<file path="src/rtl/cnn_pkg.sv">
// Shared types and constants for the convolution layer engine.
package cnn_pkg;

  localparam int ADDR_SIZE = 19;

  typedef logic [7:0]         byte_t;
  typedef logic signed [31:0] acc_t;

  typedef enum logic [2:0] {
    IDLE,
    MAC,
    DRAIN,
    WRITE,
    DONE
  } conv_state_t;

endpackage

</file>
<file path="src/rtl/conv_layer_engine_if.sv">
// Memory-side bus of the convolution engine: two synchronous read ports and one write port.
interface conv_mem_if #(
  parameter int ADDR_SIZE = cnn_pkg::ADDR_SIZE
);

  logic [ADDR_SIZE-1:0] in_addr;
  logic [7:0]           in_data;
  logic [ADDR_SIZE-1:0] w_addr;
  logic signed [7:0]    w_data;
  logic [ADDR_SIZE-1:0] out_addr;
  logic [7:0]           out_data;
  logic                 out_we;

  modport master (
    output in_addr,
    input  in_data,
    output w_addr,
    input  w_data,
    output out_addr,
    output out_data,
    output out_we
  );

  modport slave (
    input  in_addr,
    output in_data,
    input  w_addr,
    output w_data,
    input  out_addr,
    input  out_data,
    input  out_we
  );

endinterface

</file>
<file path="src/rtl/conv_mac.sv">
// Multiply-accumulate datapath: pixel x weight product, accumulator, and
// shift/ReLU/saturate requantisation into the result byte.
module conv_mac #(
  parameter int SHIFT  = 8,
  parameter int DATA_W = 8,
  parameter int COEF_W = 8
) (
  input  logic                     clk,
  input  logic                     reset,
  input  logic                     vld_p0,
  input  logic                     first_p0,
  input  logic                     last_p0,
  input  logic [DATA_W-1:0]        pixel,
  input  logic signed [COEF_W-1:0] weight,
  output logic [7:0]               result
);

  import cnn_pkg::*;

  localparam int PROD_W = DATA_W + 1 + COEF_W;

  function automatic byte_t relu_sat(input acc_t a);
    acc_t r;
    r = a >>> SHIFT;
    if (r < 0)
      return 8'd0;
    else if (r > 127)
      return 8'd127;
    else
      return r[7:0];
  endfunction

  logic                     vld_p1;
  logic                     first_p1;
  logic                     last_p1;
  logic signed [DATA_W:0]   pix_s;
  logic signed [PROD_W-1:0] prod_p1;
  acc_t                     acc_p1;
  acc_t                     acc_next;

  // p0 -> p1: tap flags follow the address by one cycle to meet the RAM data
  always_ff @(posedge clk) begin
    if (!reset) begin
      vld_p1   <= 1'b0;
      first_p1 <= 1'b0;
      last_p1  <= 1'b0;
      result   <= '0;
    end else begin
      vld_p1   <= vld_p0;
      first_p1 <= vld_p0 & first_p0;
      last_p1  <= vld_p0 & last_p0;
      if (vld_p1 && last_p1)
        result <= relu_sat(acc_next);
    end
  end

  assign pix_s   = $signed({1'b0, pixel});
  assign prod_p1 = pix_s * weight;

  // The first tap overwrites the accumulator, so no clear cycle is needed.
  always_comb begin
    acc_next = first_p1 ? acc_t'(prod_p1) : acc_p1 + acc_t'(prod_p1);
  end

  always_ff @(posedge clk) begin
    if (vld_p1)
      acc_p1 <= acc_next;
  end

endmodule

</file>
<file path="src/rtl/conv_layer_engine.sv">
// Strided single-input-channel 2-D convolution layer: walks oc/oy/ox/ky/kx with
// running address adders and writes one requantised byte per output pixel.
module conv_layer_engine #(
  parameter int IMG_W     = 100,
  parameter int K         = 5,
  parameter int STRIDE    = 3,
  parameter int N_OC      = 16,
  parameter int SHIFT     = 8,
  parameter int ADDR_SIZE = 19
) (
  input  logic      clk,
  input  logic      reset,
  input  logic      start,
  output logic      done,
  conv_mem_if.master mem
);

  import cnn_pkg::*;

  localparam int OW    = (IMG_W - K) / STRIDE + 1;
  localparam int OH    = OW;
  localparam int TOTAL = N_OC * OH * OW;
  localparam int KW    = $clog2(K + 1);
  localparam int OWW   = $clog2(OW + 1);
  localparam int OCW   = $clog2(N_OC + 1);

  localparam logic [ADDR_SIZE-1:0] ROW_STEP  = ADDR_SIZE'(STRIDE * IMG_W);
  localparam logic [ADDR_SIZE-1:0] COL_STEP  = ADDR_SIZE'(STRIDE);
  localparam logic [ADDR_SIZE-1:0] OC_STEP   = ADDR_SIZE'(K * K);
  localparam logic [ADDR_SIZE-1:0] LINE_STEP = ADDR_SIZE'(IMG_W);
  localparam logic [ADDR_SIZE-1:0] LAST_PIX  = ADDR_SIZE'(TOTAL - 1);

  conv_state_t          state;
  logic [KW-1:0]        kx, ky;
  logic [OWW-1:0]       ox, oy;
  logic [OCW-1:0]       oc;
  logic [ADDR_SIZE-1:0] row_base, col_base, row_ptr, w_base;
  logic [ADDR_SIZE-1:0] in_addr_r, w_addr_r, out_addr_r;
  logic                 out_we_r, done_r;
  logic                 vld_p0, first_p0, last_p0;
  logic                 last_tap;
  logic [7:0]           result;

  assign last_tap = (kx == KW'(K - 1)) && (ky == KW'(K - 1));
  assign vld_p0   = (state == MAC);
  assign first_p0 = (kx == '0) && (ky == '0);
  assign last_p0  = last_tap;

  always_ff @(posedge clk) begin
    if (!reset) begin
      state      <= IDLE;
      kx         <= '0;
      ky         <= '0;
      ox         <= '0;
      oy         <= '0;
      oc         <= '0;
      row_base   <= '0;
      col_base   <= '0;
      row_ptr    <= '0;
      w_base     <= '0;
      in_addr_r  <= '0;
      w_addr_r   <= '0;
      out_addr_r <= '0;
      out_we_r   <= 1'b0;
      done_r     <= 1'b0;
    end else begin
      out_we_r <= 1'b0;
      case (state)
        IDLE: begin
          if (start)
            state <= MAC;
        end
        MAC: begin
          w_addr_r <= w_addr_r + ADDR_SIZE'(1);
          if (kx != KW'(K - 1)) begin
            kx        <= kx + KW'(1);
            in_addr_r <= in_addr_r + ADDR_SIZE'(1);
          end else if (ky != KW'(K - 1)) begin
            kx        <= '0;
            ky        <= ky + KW'(1);
            row_ptr   <= row_ptr + LINE_STEP;
            in_addr_r <= row_ptr + LINE_STEP;
          end else begin
            // Last tap issued: step to the next output pixel while the pipe drains.
            kx    <= '0;
            ky    <= '0;
            state <= DRAIN;
            if (ox != OWW'(OW - 1)) begin
              ox       <= ox + OWW'(1);
              col_base <= col_base + COL_STEP;
            end else begin
              ox       <= '0;
              col_base <= '0;
              if (oy != OWW'(OH - 1)) begin
                oy       <= oy + OWW'(1);
                row_base <= row_base + ROW_STEP;
              end else begin
                oy       <= '0;
                row_base <= '0;
                if (oc != OCW'(N_OC - 1)) begin
                  oc     <= oc + OCW'(1);
                  w_base <= w_base + OC_STEP;
                end else begin
                  oc     <= '0;
                  w_base <= '0;
                end
              end
            end
          end
        end
        DRAIN: begin
          state    <= WRITE;
          out_we_r <= 1'b1;
        end
        WRITE: begin
          if (out_addr_r == LAST_PIX) begin
            state      <= DONE;
            done_r     <= 1'b1;
            out_addr_r <= '0;
            in_addr_r  <= '0;
            w_addr_r   <= '0;
            row_ptr    <= '0;
          end else begin
            state      <= MAC;
            out_addr_r <= out_addr_r + ADDR_SIZE'(1);
            in_addr_r  <= row_base + col_base;
            row_ptr    <= row_base + col_base;
            w_addr_r   <= w_base;
          end
        end
        DONE: begin
          if (!start) begin
            state  <= IDLE;
            done_r <= 1'b0;
          end
        end
        default: state <= IDLE;
      endcase
    end
  end

  conv_mac #(
    .SHIFT  (SHIFT),
    .DATA_W (8),
    .COEF_W (8)
  ) u_mac (
    .clk      (clk),
    .reset    (reset),
    .vld_p0   (vld_p0),
    .first_p0 (first_p0),
    .last_p0  (last_p0),
    .pixel    (mem.in_data),
    .weight   (mem.w_data),
    .result   (result)
  );

  assign mem.in_addr  = in_addr_r;
  assign mem.w_addr   = w_addr_r;
  assign mem.out_addr = out_addr_r;
  assign mem.out_data = result;
  assign mem.out_we   = out_we_r;
  assign done         = done_r;

endmodule

</file>
<file path="src/flat_wrapper.sv">
// flat-port wrapper written by rule: the top's interface ports become plain ports
module conv_layer_engine_flat import cnn_pkg::*;
#(
  parameter int IMG_W     = 100,
  parameter int K         = 5,
  parameter int STRIDE    = 3,
  parameter int N_OC      = 16,
  parameter int SHIFT     = 8,
  parameter int ADDR_SIZE = 19
)
  (clk, reset, start, done, mem_in_addr, mem_in_data, mem_w_addr, mem_w_data, mem_out_addr, mem_out_data, mem_out_we);
  conv_mem_if #(.ADDR_SIZE(ADDR_SIZE)) mem_i ();
  input  logic clk;
  input  logic reset;
  input  logic start;
  output logic done;
  output wire logic [$bits(mem_i.in_addr)-1:0] mem_in_addr;
  input wire logic [$bits(mem_i.in_data)-1:0] mem_in_data;
  output wire logic [$bits(mem_i.w_addr)-1:0] mem_w_addr;
  input wire logic [$bits(mem_i.w_data)-1:0] mem_w_data;
  output wire logic [$bits(mem_i.out_addr)-1:0] mem_out_addr;
  output wire logic [$bits(mem_i.out_data)-1:0] mem_out_data;
  output wire logic [$bits(mem_i.out_we)-1:0] mem_out_we;
  assign mem_in_addr = mem_i.in_addr;
  assign mem_i.in_data = mem_in_data;
  assign mem_w_addr = mem_i.w_addr;
  assign mem_i.w_data = mem_w_data;
  assign mem_out_addr = mem_i.out_addr;
  assign mem_out_data = mem_i.out_data;
  assign mem_out_we = mem_i.out_we;
  conv_layer_engine #(.IMG_W(IMG_W), .K(K), .STRIDE(STRIDE), .N_OC(N_OC), .SHIFT(SHIFT), .ADDR_SIZE(ADDR_SIZE)) u_core (.clk(clk), .reset(reset), .start(start), .done(done), .mem(mem_i));
endmodule
</file>
<file path="config.mk">
export PLATFORM = sky130hd
export DESIGN_NAME = conv_layer_engine_flat
export DESIGN_NICKNAME = d
export VERILOG_FILES = /design/src/rtl/cnn_pkg.sv /design/src/rtl/conv_layer_engine_if.sv /design/src/rtl/conv_mac.sv /design/src/rtl/conv_layer_engine.sv /design/src/flat_wrapper.sv
export SDC_FILE = /design/constraint.sdc
export NUM_CORES = 1
export LEC_CHECK = 0
export ABC_AREA = 1
export BUFFER_PORTS_ARGS = -buffer_cell sky130_fd_sc_hd__buf_2
export CORE_ASPECT_RATIO = 2
export CORE_MARGIN = 2
export CORE_UTILIZATION = 30
export DETAILED_ROUTE_END_ITERATION = 10
export GPL_TIMING_DRIVEN = 0
export PLACE_DENSITY_LB_ADDON = 0.2
export SLEW_MARGIN = 40
export SYNTH_ARGS = -nofsm -noshare
export SYNTH_HDL_FRONTEND = slang
export SYNTH_SLANG_ARGS = --single-unit
</file>
<file path="constraint.sdc">
create_clock -name clk -period 7.5 [get_ports clk]
set_clock_uncertainty 0.1 [all_clocks]
set_input_delay 0.375 -clock clk [delete_from_list [all_inputs] [get_ports clk]]
set_output_delay 0.375 -clock clk [all_outputs]
set_load 0.05 [all_outputs]
</file>
* Word level (Yosys, flattened, before mapping)
Index checks and enable logic that the tools add are counted.
** Word-level totals
- Register bits after elaboration :: 204
- Latch bits :: 0
- Memory bits (writable) :: 0
- Memory bits (read-only) :: 0
- Input port bits :: 19
- Output and inout bits :: 67
- Word-level logic and storage cells :: 108
- Memories kept :: 0
** Cells by class
- $add $sub $neg :: 14
- Multiply operators :: 1
- Div/mod/pow operators :: 0
- Order comparisons :: 2
- Equality and inequality tests :: 19
- Shift operators :: 0
- Muxes and demuxes :: 30
- Bitwise logic cells :: 6
- Reductions and logical operators :: 16
** Operator list (number)
- $mux W19 :: 9
- $pmux W19 S2 :: 3
- $add A19 B1 Y19 const B :: 3
- $add A32 B17 Y32 :: 1
- $mux W32 :: 1
- $gt A24 B8 Y1 const B :: 1
- $lt A24 B1 Y1 const B :: 1
- $mux W3 :: 7
- $add A19 B19 Y19 :: 1
- $add A19 B2 Y19 const B :: 1
- $add A19 B5 Y19 const B :: 1
- $add A19 B7 Y19 const B :: 1
- $add A19 B9 Y19 const B :: 1
- $eq A19 B14 Y1 const B :: 1
- $mul A9 B8 Y17 :: 1
- $mux W8 :: 2
- $pmux W3 S5 :: 1
- $add A6 B1 Y6 const B :: 2
- $mux W6 :: 2
- $ne A6 B5 Y1 const B :: 2
- $eq A3 B3 Y1 const B :: 3
- $logic_not A3 Y1 :: 3
- $reduce_and A3 Y1 :: 3
- $ne A2 B2 Y1 const B :: 4
- other kinds (18) :: 33

* Depth between registers and ports, before layout
Gate-level depths: netlist (run 1).
- Word-level depth :: 6
- Mapped depth :: 40
- Gate-level depth less buffers :: 39

* Modules after synthesis
From an unflattened synthesis (run 1), not the netlist that was laid out.
** Second synthesis, totals
- Cell total of the unflattened synthesis :: 2530
- Area, all modules :: 16290.6 µm²
** Modules (own cells, without submodules)
- conv_layer_engine :: instances 1, cells an instance 1507, area an instance 9695.5 µm², sequential area each 3183.1 µm²
- conv_mac :: instances 1, cells an instance 1023, area an instance 6595.1 µm², sequential area each 1181.1 µm²

* Worst setup path after synthesis (run 1)
No wires, ideal clock.
- Path type :: in2reg
- Start :: input mem_w_data[7]
- End :: register u_core.u_mac.result[0]
- Setup time :: 0.132 ns
- Arrival :: 6.052 ns
- Data required time :: 7.268 ns
- Setup slack :: 1.215 ns
- Stages :: 33
- Path buffers :: 0
- Path through :: clkinv_1 -> or2_2 -> fa_1 -> fa_1 -> inv_1 -> fa_1 -> inv_1 -> fa_1 -> inv_1 -> ha_1 -> nand2_1 -> o21ai_0 -> nand4_1 -> nand3_1 -> nand2_1 -> nand2_1 -> inv_1 -> ha_1 -> nand2_1 -> nor2_1 -> inv_1 -> nor2_1 -> nand4_1 -> nand3_1 -> nand2_1 -> nand3_1 -> nand2_1 -> nor2_1 -> nand3_1 -> nor2_1 -> nand3_1 -> nand2_1 -> a21oi_1
** Between the ends
- Longest elaborated chain between the ends :: 6
- Elaborated cells between the ends (all ways) :: 7
- Classes of those cells :: 1 x add/sub; 1 x mul; 2 x order compare; 3 x mux
** RTL lines
- start, declared :: line flat_wrapper.sv:20 : input wire logic [$bits(mem_i.w_data)-1:0] mem_w_data;
- $mul A9 B8 Y17 (*) :: line conv_mac.sv:58 : assign prod_p1 = pix_s * weight;
- $add A32 B17 Y32 :: line conv_mac.sv:62 : acc_next = first_p1 ? acc_t'(prod_p1) : acc_p1 + acc_t'(prod_p1);
- $mux W32 (*) :: line conv_mac.sv:62
- named net u_core.u_mac.acc_next[19] :: line conv_mac.sv:39 : acc_t acc_next;
- $gt A24 B8 Y1 :: line conv_mac.sv:27 : else if (r > 127)
- $mux W8 :: line conv_mac.sv:27
- $mux W8 (*) :: line conv_mac.sv:25 : if (r < 0)
- end signal, assigned :: line conv_mac.sv:53 : result <= relu_sat(acc_next);
- end, declared :: line conv_mac.sv:15 : output logic [7:0] result
The timed path passes the listed nets; every way through them passes the cells marked *.
A chain may end at the register's enable or synchronous reset.

* Final worst setup path (run 1)
- Start :: input mem_w_data[7]
- End :: register u_core.u_mac.result[0]
** Between the ends
- Longest elaborated chain between the ends :: 6
- Elaborated cells between the ends (all ways) :: 7
- Classes of those cells :: 1 x add/sub; 1 x mul; 2 x order compare; 3 x mux
** RTL lines (line)
- $mul A9 B8 Y17 (*) :: conv_mac.sv:58
- $add A32 B17 Y32 :: conv_mac.sv:62
- $mux W32 (*) :: conv_mac.sv:62
- $gt A24 B8 Y1 :: conv_mac.sv:27
- $mux W8 :: conv_mac.sv:27
- $mux W8 (*) :: conv_mac.sv:25
Mark *: on every way between the ends. The rest lies on a longest branch, timed or not.

==> results of run 1 <==
-- Yosys cell counts, drive strengths merged, types with 4 or more instances --
library cell | instances | area share, %
nand3b | 6 | 0.30
o22ai | 5 | 0.21
buf | 4 | 0.16
a21o | 7 | 0.35
xnor2 | 16 | 0.92
inv | 392 | 9.7
nand4 | 31 | 1.4
and3 | 5 | 0.21
a211oi | 12 | 0.59
o21bai | 4 | 0.20
nor3 | 45 | 1.8
clkbuf | 50 | 1.2
xor2 | 36 | 2.1
nor4 | 7 | 0.29
or2 | 22 | 0.90
nor2 | 194 | 5.2
a21oi | 145 | 4.8
a31oi | 32 | 1.3
o21ai | 147 | 4.8
ha | 106 | 8.7
edfxtp | 32 | 6.3
fa | 38 | 5.0
o211ai | 11 | 0.54
nand2 | 579 | 14
nand3 | 122 | 4.2
a221oi | 8 | 0.46
nor3b | 6 | 0.33
o21a | 4 | 0.20
dfxtp | 170 | 22
-- state kept, by name, summed over array words and instances (netlist names) --
register               cells
u_core.row_base           17
u_core.oy                  6
u_core.mem.in_addr        19
u_core.col_base           19
u_core.mem.out_we          1
u_core.mem.out_addr       19
u_core.w_base             19
u_core.ky                  3
u_core.u_mac.vld_p1        1
u_core.mem.w_addr         19
u_core.u_mac.result        8
u_core.done                1
u_core.state               3
u_core.oc                  5
u_core.row_ptr            19
u_core.ox                  6
u_core.u_mac.last_p1       1
u_core.u_mac.first_p1      1
u_core.kx                  3
u_core.u_mac.acc_p1       32
-- tightest hold or removal path, stage by stage --
cell and delay (ns):
buf_2 0.12, nand3_1 0.11, a21oi_1 0.07
-- kinds of logic (layout without fill, tap and decap cells) --
group	count (synthesis)	after routing	synth area share, %
buffers and inverters	449	561	11.1
AND/OR/NAND/NOR	1021	1021	29.2
AO/OA/AOI/OAI	390	390	14.3
flip-flops	202	202	28.7
XOR/XNOR	52	52	2.99
adder cells (fa/ha/maj)	144	144	13.7
-- through the flow --
stage,setup TNS (ns),total power [mW]
finish,0,5.18
global route,0,5.65
CTS,0,5.24
detailed placement,-4.21,4.18
global placement,-4.24,4.16
floorplan,0,3.33
-- worst paths after layout --
path	from	endpoint	slack [ns]	cells after the start
worst max-delay path	mem_w_data[7]	u_core.u_mac.result[0]	0.51	33
worst min-delay path	start	u_core.state[2]	0.11	3
worst max register to register	u_core.state[1]	u_core.mem.in_addr[5]	3.99	10
worst min register to register	u_core.oc[4]	u_core.oc[4]	0.34	2
-- cell type report --
type                    count  area share (%)
multi-input cells        1607            53.6
flip-flops and latches    202            25.5
inverters                 395            8.70
well taps                 649            4.74
clock buffers              27            3.38
repair buffers             73            2.37
plain buffers              54            1.26
clock inverters            12           0.453
-- metal layers --
metal / vias up / wire length, µm
li1: 7497 / -
met4: 0 / 4140
met3: 166 / 1770
met2: 371 / 30700
met5: - / 0
met1: 6969 / 16700
-- what timing repair did --
| action | CTS | global route |
|---|---|---|
| resized for setup | 1 | 6 |
| setup buffers | 0 | 2 |
| endpoints found under the setup margin | 7 | 7 |
-- power by group through the flow --
stage | clock [mW] | combinational, mW | sequential [mW]
after floorplan | 0 | 1.83 | 1.50
after global placement | 0 | 2.77 | 1.39
after detailed placement | 0 | 2.79 | 1.38
after CTS | 1.07 | 2.81 | 1.36
after global routing | 1.11 | 3.17 | 1.37
final | 1.04 | 2.78 | 1.36
-- placed cells by master (no fill, tap or decap), types with 31 or more instances in the layout --
cell type  instances
nand2_1          574
inv_1            386
nor2_1           184
dfxtp_1          169
a21oi_1          145
o21ai_0          144
nand3_1          119
ha_1             105
buf_2             71
clkbuf_1          51
nor3_1            38
fa_1              38
xor2_1            36
edfxtp_1          32
a31oi_1           31
==> impl_metrics.csv, run 1 <==
group,metric,value,unit
status,status,"completed",
setup_path,crit_path_start_kind,"input port",
final_layout,area_taken_by_multi_input_logic_gates,0.00919,mm²
final_layout,fillers,5528,
global_routing,pin_count_of_the_biggest_net_entering_global_routing,21,
setup_path,crit_required,7.78,ns
sta,maxSlewViolCount,0,
synthesis,syn-num-nets,2421,
clock_tree,cts_made_buffers,22,
sta,max_clock_freq,143,MHz
synthesis,ys_async_sr_fraction,0,%
placed_design,preCtsSetupSlack,-0.609,ns
setup_path,crit_fanout,15,
global_routing,number_of_global_route_vias_before_repair,15063,
sta,period_needed,6.99,ns
routing,first_pass_iters,5,
setup_path,worstPathBufferInverterCount,7,
clock_tree,cts-root-to-sink-buffers,3,
setup_path,critPathTopFamily,"adder cells",
synthesis,syn-mean-instance-area,6.74,µm²
placed_design,dpl-instance-area,0.0164,mm²
clock_tree,ctsHoldBuffers,0,
sta,fin_worst_hold_slack,0.114,ns
floorplanning,chipHeight,323,µm
run,max_cap_violations,0,
routing,avgRoutedWirePerCell,17.7,µm
placed_design,post-place-cells,2978,
global_routing,met3_usage,2.07,%
clock_tree,clock_slew_at_reported_path_ffs,0.06,ns
sta,rsz0062_at_grt,"false",
final_layout,layoutNonFillerInstCount,3019,
setup_path,cp-end-kind,"register",
power,pwr-share-clk,20.1,%
floorplanning,pin_count,86,
power,cellLeakagePower,8.17,nW
clock_tree,worst_skew_pair.late_latency,0.55,ns
routing,detail_route.wirelength,53.3,mm
final_layout,utilization,34.2,%
power,switching_share,48.4,%
placed_design,io_port_bufs,70,
global_routing,grtUsageMet2,42.6,%
final_layout,nets,2518,
clock_tree,clock_sinks,202,
global_routing,initial_antenna_violation_count,0,
power,power_switching,2.51,mW
clock_tree,htreeDepth,1,
global_routing,globalRoute.totalOverflow,0,
setup_path,path_common_cell,"nand2_1",
floorplanning,fp.dieArea,0.0527,mm²
global_routing,met1_usage,17.0,%
final_layout,layout-drive-gt1-share,7.26,%
hold_path,hold_path_class,"input port to register",
sta,final_number_of_setup_violating_endpoints,0,
synthesis,ys_warn_count,0,
clock_tree,root_buffer,"clkbuf_16",
sta,finalWorstSetupSlack,0.514,ns
routing,dr_total_vias,15003,
routing,avgViaCountPerCell,4.97,
routing,detail_route.drc_violations,0,
floorplanning,core,0.0501,mm²
power,internal_power,2.67,mW
synthesis,synth_edf_count,32,
global_routing,grt-busiest-layer,"met2",
floorplanning,initial_core_utilization,30.4,%
final_layout,final_cell_area,0.0171,mm²
setup_path,worst_path_largest_cell_delay,0.55,ns
setup_path,critical_path_at,7.26,ns
final_layout,area.growth.synth_to_final,12.5,%
clock_tree,cts_tree,"yes",
power,power_per_cell_area,303,mW/mm²
global_routing,grt_util_all_layers,20.4,%
synthesis,sequential_fraction_of_the_synthesis_area,28.7,%
power,pwr-share-seq,26.3,%
floorplanning,rows,116,
setup_path,criticalPathCategory,"input port to register",
sta,worst_slew_margin_relative_to_its_limit,39.5,%
final_layout,register_area,0.00437,mm²
placed_design,place.gp.congestion,0.915,
routing,dr.first_iter.drc_count,652,
sta,tightest_slew,0.907,ns
final_layout,antenna_cells_inserted,0,
routing,ant_nets,0,
synthesis,synth-main-ff-cell,"dfxtp_1",
power,peakVddDrop,0.183,mV
synthesis,netlist_area,0.0152,mm²
sta,hold_violations,0,
sta,fraction_of_the_cycle_the_final_worst_path_needs,93.1,%
global_routing,global_route_wire_length_before_repair,82.3,mm
floorplanning,fp.dieW,163,µm
power,power_frac_comb,53.7,%
synthesis,ys_seq_elements,202,
placed_design,post-dp-hpwl,44.3,mm
synthesis,netlist_instances,2258,
setup_path,critical_path.slowest_cell,"fa_1",
synthesis,yosys.cell_types.count,59,
Power figures use the tool's default switching activity.
==> inputs of run 2 (changes only) <==
- RECOVER_POWER: default -> 100
- SYNTH_HIERARCHICAL: default -> 1
==> impl_metrics.csv, run 2 <==
group,metric,value,unit
sta,hold_violations,0,
synthesis,netlist_area,0.0163,mm²
final_layout,area.growth.synth_to_final,10.5,%
final_layout,mostFrequentLayoutCells,"720 x nand2_1, 419 x inv_1, 229 x nor2_1",
routing,avgViaCountPerCell,4.94,
power,peakVddDrop,0.186,mV
final_layout,register_area,0.00436,mm²
sta,rsz0062_at_grt,"false",
clock_tree,cts_tree,"yes",
clock_tree,htreeDepth,1,
final_layout,area_taken_by_multi_input_logic_gates,0.00993,mm²
synthesis,synth_area_leader_cell,"dfxtp_1",
synthesis,synth_simple_gate_area_share,34.5,%
setup_path,critical_path_at,7.37,ns
synthesis,synth_area_leaders,"dfxtp_1 21%, nand2_1 16%, inv_1 9.7%",
clock_tree,cts_made_buffers,23,
final_layout,antenna_cells_inserted,0,
sta,period_needed,7.04,ns
synthesis,synthXorXnorAreaFrac,2.42,%
synthesis,yosys.cell_types.count,59,
final_layout,layout-drive-gt1-share,4.24,%
power,power_per_cell_area,307,mW/mm²
placed_design,post-place-cells,3271,
routing,first_pass_iters,5,
setup_path,crit_fanout,11,
floorplanning,fp.dieArea,0.0563,mm²
clock_tree,worst_skew_pair.late_latency,0.55,ns
routing,avgRoutedWirePerCell,17.5,µm
routing,detail_route.drc_violations,0,
global_routing,grt_util_all_layers,20.3,%
global_routing,initial_antenna_violation_count,0,
placed_design,io_port_bufs,70,
final_layout,registers.top_by_ff_count,"u_core/u_mac/acc_p1",
placed_design,dpl-instance-area,0.0175,mm²
setup_path,crit_required,7.83,ns
synthesis,synth_top_family_by_area,"simple AND/OR/NAND/NOR gates",
synthesis,area_share_of_fa_ha_maj_cells_after_synthesis,12.9,%
routing,dr.first_iter.drc_count,900,
clock_tree,clock_slew_at_reported_path_ffs,0.06,ns
synthesis,multiplexer_fraction_of_the_synthesized_cell_area,0,%
floorplanning,fp.dieW,169,µm
synthesis,sequential_fraction_of_the_synthesis_area,26.8,%
synthesis,ys_seq_elements,202,
global_routing,pin_count_of_the_biggest_net_entering_global_routing,34,
final_layout,fillers,5925,
floorplanning,core,0.0536,mm²
floorplanning,pin_count,86,
sta,final_number_of_setup_violating_endpoints,0,
power,cellLeakagePower,8.40,nW
setup_path,cp-end-kind,"register",
sta,fraction_of_the_cycle_the_final_worst_path_needs,93.9,%
routing,detail_route.wirelength,57.9,mm
setup_path,critical_path.slowest_cell,"fa_1",
synthesis,ys_warn_count,6,
synthesis,netlist_instances,2530,
clock_tree,ctsHoldBuffers,0,
synthesis,syn-mean-instance-area,6.44,µm²
synthesis,synth_top_cells_by_count,"710 x nand2_1, 420 x inv_1, 218 x nor2_1",
synthesis,ys_async_sr_fraction,0,%
global_routing,globalRoute.totalOverflow,0,
floorplanning,chipHeight,334,µm
sta,tightest_slew,1.76,ns
floorplanning,rows,120,
placed_design,place.gp.congestion,0.904,
routing,ant_nets,0,
final_layout,layout_commonest_cell,"nand2_1",
synthesis,synth_edf_count,32,
setup_path,criticalPathCategory,"input port to register",
final_layout,final_cell_area,0.0180,mm²
placed_design,post-dp-hpwl,48.4,mm
clock_tree,root_buffer,"clkbuf_16",
synthesis,syn-num-nets,2694,
sta,worst_slew_margin_relative_to_its_limit,-17.3,%
synthesis,synth-main-ff-cell,"dfxtp_1",
global_routing,global_route_wire_length_before_repair,88.2,mm
global_routing,number_of_global_route_vias_before_repair,16579,
final_layout,utilization,33.6,%
final_layout,layoutNonFillerInstCount,3314,
synthesis,synthMostInstantiatedCell,"nand2_1",
sta,max_clock_freq,142,MHz
synthesis,synth_compound_area_share,11.9,%
routing,dr_total_vias,16361,
synthesis,synthDominantCellAreaShare,20.9,%
clock_tree,cts-root-to-sink-buffers,3,
final_layout,nets,2793,
setup_path,worst_path_largest_cell_delay,0.56,ns
status,status,"complete, but fails checks",
final_layout,largest_register_ffs,32,
hold_path,hold_path_class,"input port to register",
floorplanning,initial_core_utilization,30.4,%
setup_path,crit_path_start_kind,"input port",
run,max_cap_violations,1,
status,failed_checks,"max-capacitance violations, max-slew violations",
sta,maxSlewViolCount,34,
clock_tree,clock_sinks,202,
## run 2: changes by cell type after synthesis, moves of 8 or more
| cell | change |
|---|---|
| nand2_1 | +136 |
| nand3_1 | +64 |
| inv_1 | +33 |
| nor2_1 | +33 |
| o21ai_0 | -30 |
| nand2_2 | +17 |
| a21oi_1 | +16 |
| nor2_2 | +15 |
| clkbuf_1 | -9 |
| a221oi_1 | -8 |
| buf_2 | +8 |
| nor3_1 | +8 |
| o21ai_1 | +8 |
## run 2: worst max-delay path, delay by kind of cell
family / cells / cell delay, ns
simple gates: 15 / 2.55
fa+ha+maj: 6 / 2.95
buf+inv: 8 / 0.97
compound gates: 3 / 0.51
## run 2: final timing paths
kind	start	endpoint	slack (ns)	cells past startpoint
setup / recovery	mem_w_data[7]	u_core/u_mac/result[6]	0.46	32
setup reg to reg	u_core/kx[0]	u_core/w_base[10]	2.46	14
hold / removal	start	u_core/state[2]	0.13	3
hold reg to reg	u_core/u_mac/result[7]	u_core/u_mac/result[7]	0.35	2
## run 2: where the power goes
| part | switching, mW | internal [mW] | total, mW | leakage [nW] |
|---|---|---|---|---|
| Sequential | 0.113 | 1.27 | 1.38 | 1.67 |
| Clock | 0.490 | 0.646 | 1.14 | 0.360 |
| Combinational | 2.13 | 0.877 | 3.00 | 6.37 |
| Total | 2.73 | 2.79 | 5.52 | 8.40 |
## run 2: kinds of logic (layout without fill, tap and decap cells)
kind of cell,after synthesis,after routing
AO/OA/AOI/OAI,354,354
XOR/XNOR,45,45
adder cells (fa/ha/maj),145,145
buffers and inverters,489,602
flip-flops,202,202
other,1,1
AND/OR/NAND/NOR,1294,1294
## run 2: area by class of cell
cell class,count,share of cell area (%)
Timing Repair Buffer,74,1.62
Clock inverter,8,0.396
Tap cell,671,4.66
Inverter,431,9.03
Clock buffer,31,3.65
Buffer,58,1.26
Sequential cell,202,24.2
Multi-Input combinational cell,1839,55.2
## run 2: what timing repair did
| item | 4_1_cts | 5_1_grt |
|---|---|---|
| endpoints found under the setup margin | 7 | 7 |
| gates resized for setup | 2 | 3 |
| setup buffers | 4 | 0 |
| hold endpoints to repair | 0 | 0 |
## run 2: per-layer routing
| metal | vias up | GRT usage (%) | share of wire [%] |
|---|---|---|---|
| li1 | 8275 | - | - |
| met1 | 7473 | 16.8 | 32 |
| met2 | 423 | 42.0 | 56 |
| met3 | 190 | 2.28 | 3.6 |
| met4 | 0 | 15.6 | 8.6 |
| met5 | - | 0 | 0 |
## run 2: through the flow
stage          setup slack, ns  TNS [ns]  hold slack, ns  total power [mW]
5_1_grt                 0.0390         0           0.105              5.94
6_report                 0.459         0           0.134              5.52
4_1_cts                  0.143         0          0.0888              5.60
3_3_place_gp            -0.789     -6.02           0.326              4.40
3_5_place_dp            -0.788     -6.02           0.339              4.43
2_1_floorplan             1.25         0           0.312              3.46
==> inputs of run 3 (changes only) <==
- CELL_PAD_IN_SITES_DETAIL_PLACEMENT: default -> 2
- CELL_PAD_IN_SITES_GLOBAL_PLACEMENT: default -> 2
==> impl_metrics.csv, run 3 (synthesized netlist as in run 2, its figures left out) <==
group,metric,value,unit
hold_path,hold_path_class,"input port to register",
sta,fin_worst_hold_slack,0.0801,ns
setup_path,criticalPathCategory,"input port to register",
setup_path,crit_path_start_kind,"input port",
final_layout,registers.top_by_ff_count,"u_core/u_mac/acc_p1",
status,failed_checks,"max-capacitance violations, max-slew violations",
floorplanning,core,0.0536,mm²
sta,hold_violations,0,
final_layout,mostFrequentLayoutCells,"720 x nand2_1, 419 x inv_1, 227 x nor2_1",
floorplanning,rows,120,
final_layout,layout-drive-gt1-share,4.69,%
final_layout,final_cell_area,0.0181,mm²
sta,final_number_of_setup_violating_endpoints,0,
placed_design,io_port_bufs,70,
routing,detail_route.drc_violations,0,
clock_tree,htreeDepth,1,
setup_path,crit_required,7.83,ns
routing,dr.first_iter.drc_count,551,
routing,ant_nets,0,
setup_path,path_common_cell,"nand2_1",
clock_tree,cts-root-to-sink-buffers,3,
floorplanning,chipHeight,334,µm
power,internal_power,2.90,mW
power,power_per_cell_area,314,mW/mm²
status,status,"complete, but fails checks",
sta,worst_slew_margin_relative_to_its_limit,-23.3,%
floorplanning,fp.dieW,169,µm
floorplanning,fp.dieArea,0.0563,mm²
power,pwr-share-seq,24.1,%
clock_tree,cts_tree,"yes",
routing,avgRoutedWirePerCell,20.6,µm
clock_tree,cts_made_buffers,24,
final_layout,nets,2793,
clock_tree,worst_skew_pair.late_latency,0.56,ns
setup_path,cp-end-kind,"register",
setup_path,worst_path_largest_cell_delay,0.55,ns
final_layout,utilization,33.8,%
floorplanning,initial_core_utilization,30.4,%
placed_design,place.gp.congestion,0.922,
power,pwr-share-clk,22.7,%
clock_tree,clock_sinks,202,
floorplanning,pin_count,86,
global_routing,grt_util_all_layers,24.3,%
run,max_cap_violations,1,
clock_tree,clock_slew_at_reported_path_ffs,0.07,ns
clock_tree,root_buffer,"clkbuf_16",
setup_path,crit_fanout,8,
final_layout,layout_commonest_cell,"nand2_1",
placed_design,post-dp-hpwl,57.5,mm
power,cellLeakagePower,8.46,nW
global_routing,globalRoute.totalOverflow,0,
power,peakVddDrop,0.161,mV
power,power_frac_comb,53.2,%
final_layout,area.growth.synth_to_final,11.3,%
global_routing,initial_antenna_violation_count,1,
sta,maxSlewViolCount,34,
setup_path,critical_path.slowest_cell,"fa_1",
placed_design,dpl-instance-area,0.0175,mm²
routing,first_pass_iters,5,
sta,tightest_slew,1.85,ns
final_layout,largest_register_ffs,32,
global_routing,global_route_wire_length_before_repair,106,mm
global_routing,number_of_global_route_vias_before_repair,19644,
power,switching_share,49.1,%
final_layout,antenna_cells_inserted,0,
final_layout,fillers,6683,
sta,fraction_of_the_cycle_the_final_worst_path_needs,94.2,%
sta,period_needed,7.06,ns
sta,max_clock_freq,142,MHz
global_routing,pin_count_of_the_biggest_net_entering_global_routing,34,
power,power_switching,2.80,mW
routing,avgViaCountPerCell,5.16,
setup_path,critical_path_at,7.40,ns
routing,dr_total_vias,17116,
routing,detail_route.wirelength,68.3,mm
## run 3: power by group through the flow
| stage | Combinational [mW] | Sequential, mW | Clock [mW] |
|---|---|---|---|
| after floorplan | 1.97 | 1.50 | 0 |
| after global placement | 2.98 | 1.39 | 0 |
| after detailed placement | 3.10 | 1.40 | 0 |
| after CTS | 3.13 | 1.38 | 1.33 |
| after global routing | 3.40 | 1.39 | 1.37 |
| final | 3.03 | 1.38 | 1.29 |
## run 3: final cells by class
cell class	count	area [µm²]	area share (%)
Tap cell	671	840	4.63
Clock inverter	13	190	1.05
Clock buffer	30	644	3.55
Buffer	58	231	1.28
Inverter	431	1630	8.97
Multi-Input combinational cell	1839	9950	54.9
Timing Repair Buffer	73	288	1.59
Sequential cell	202	4360	24.1
## run 3: worst max-delay path, delay by kind of cell
kind,cells,cell delay (ns)
adder cells (fa/ha/maj),6,2.87
buffers and inverters,8,0.95
AND/OR/NAND/NOR,19,2.74
AO/OA/AOI/OAI,3,0.43
## run 3: what timing repair did
action	4_1_cts	5_1_grt
cloned	0	0
buffers inserted	3	0
hold buffers	0	0
setup endpoints to repair	7	7
resized for setup	3	9
pin swaps	0	1
## run 3: path summary, 6_finish.rpt
kind / slack (ns) / end / cells past startpoint / start
setup reg to reg: 1.98 / u_core/oc[3] / 14 / u_core/kx[0]
hold / removal: 0.08 / u_core/state[2] / 3 / start
hold reg to reg: 0.35 / u_core/ox[5] / 1 / u_core/ox[5]
setup / recovery: 0.44 / u_core/u_mac/result[1] / 36 / mem_in_data[0]
## run 3: through the flow
step                      worst slack (ns)  power (mW)  instances  TNS [ns]
after global placement              -0.654        4.38       3271     -4.55
final                                0.436        5.70       3317         0
after floorplan                       1.25        3.46       2530         0
after CTS                            0.130        5.83       3317         0
after global routing               -0.0106        6.17       3317   -0.0106
after detailed placement            -0.923        4.50       3271     -7.23
## run 3: layer usage
layer / GRT usage [%] / part of all wire (%) / vias to the layer above
li1: - / - / 8250
met4: 12.6 / 5.8 / 2
met5: 0 / 0.010 / -
met1: 19.4 / 31 / 8464
met3: 2.31 / 2.1 / 159
met2: 54.2 / 62 / 241
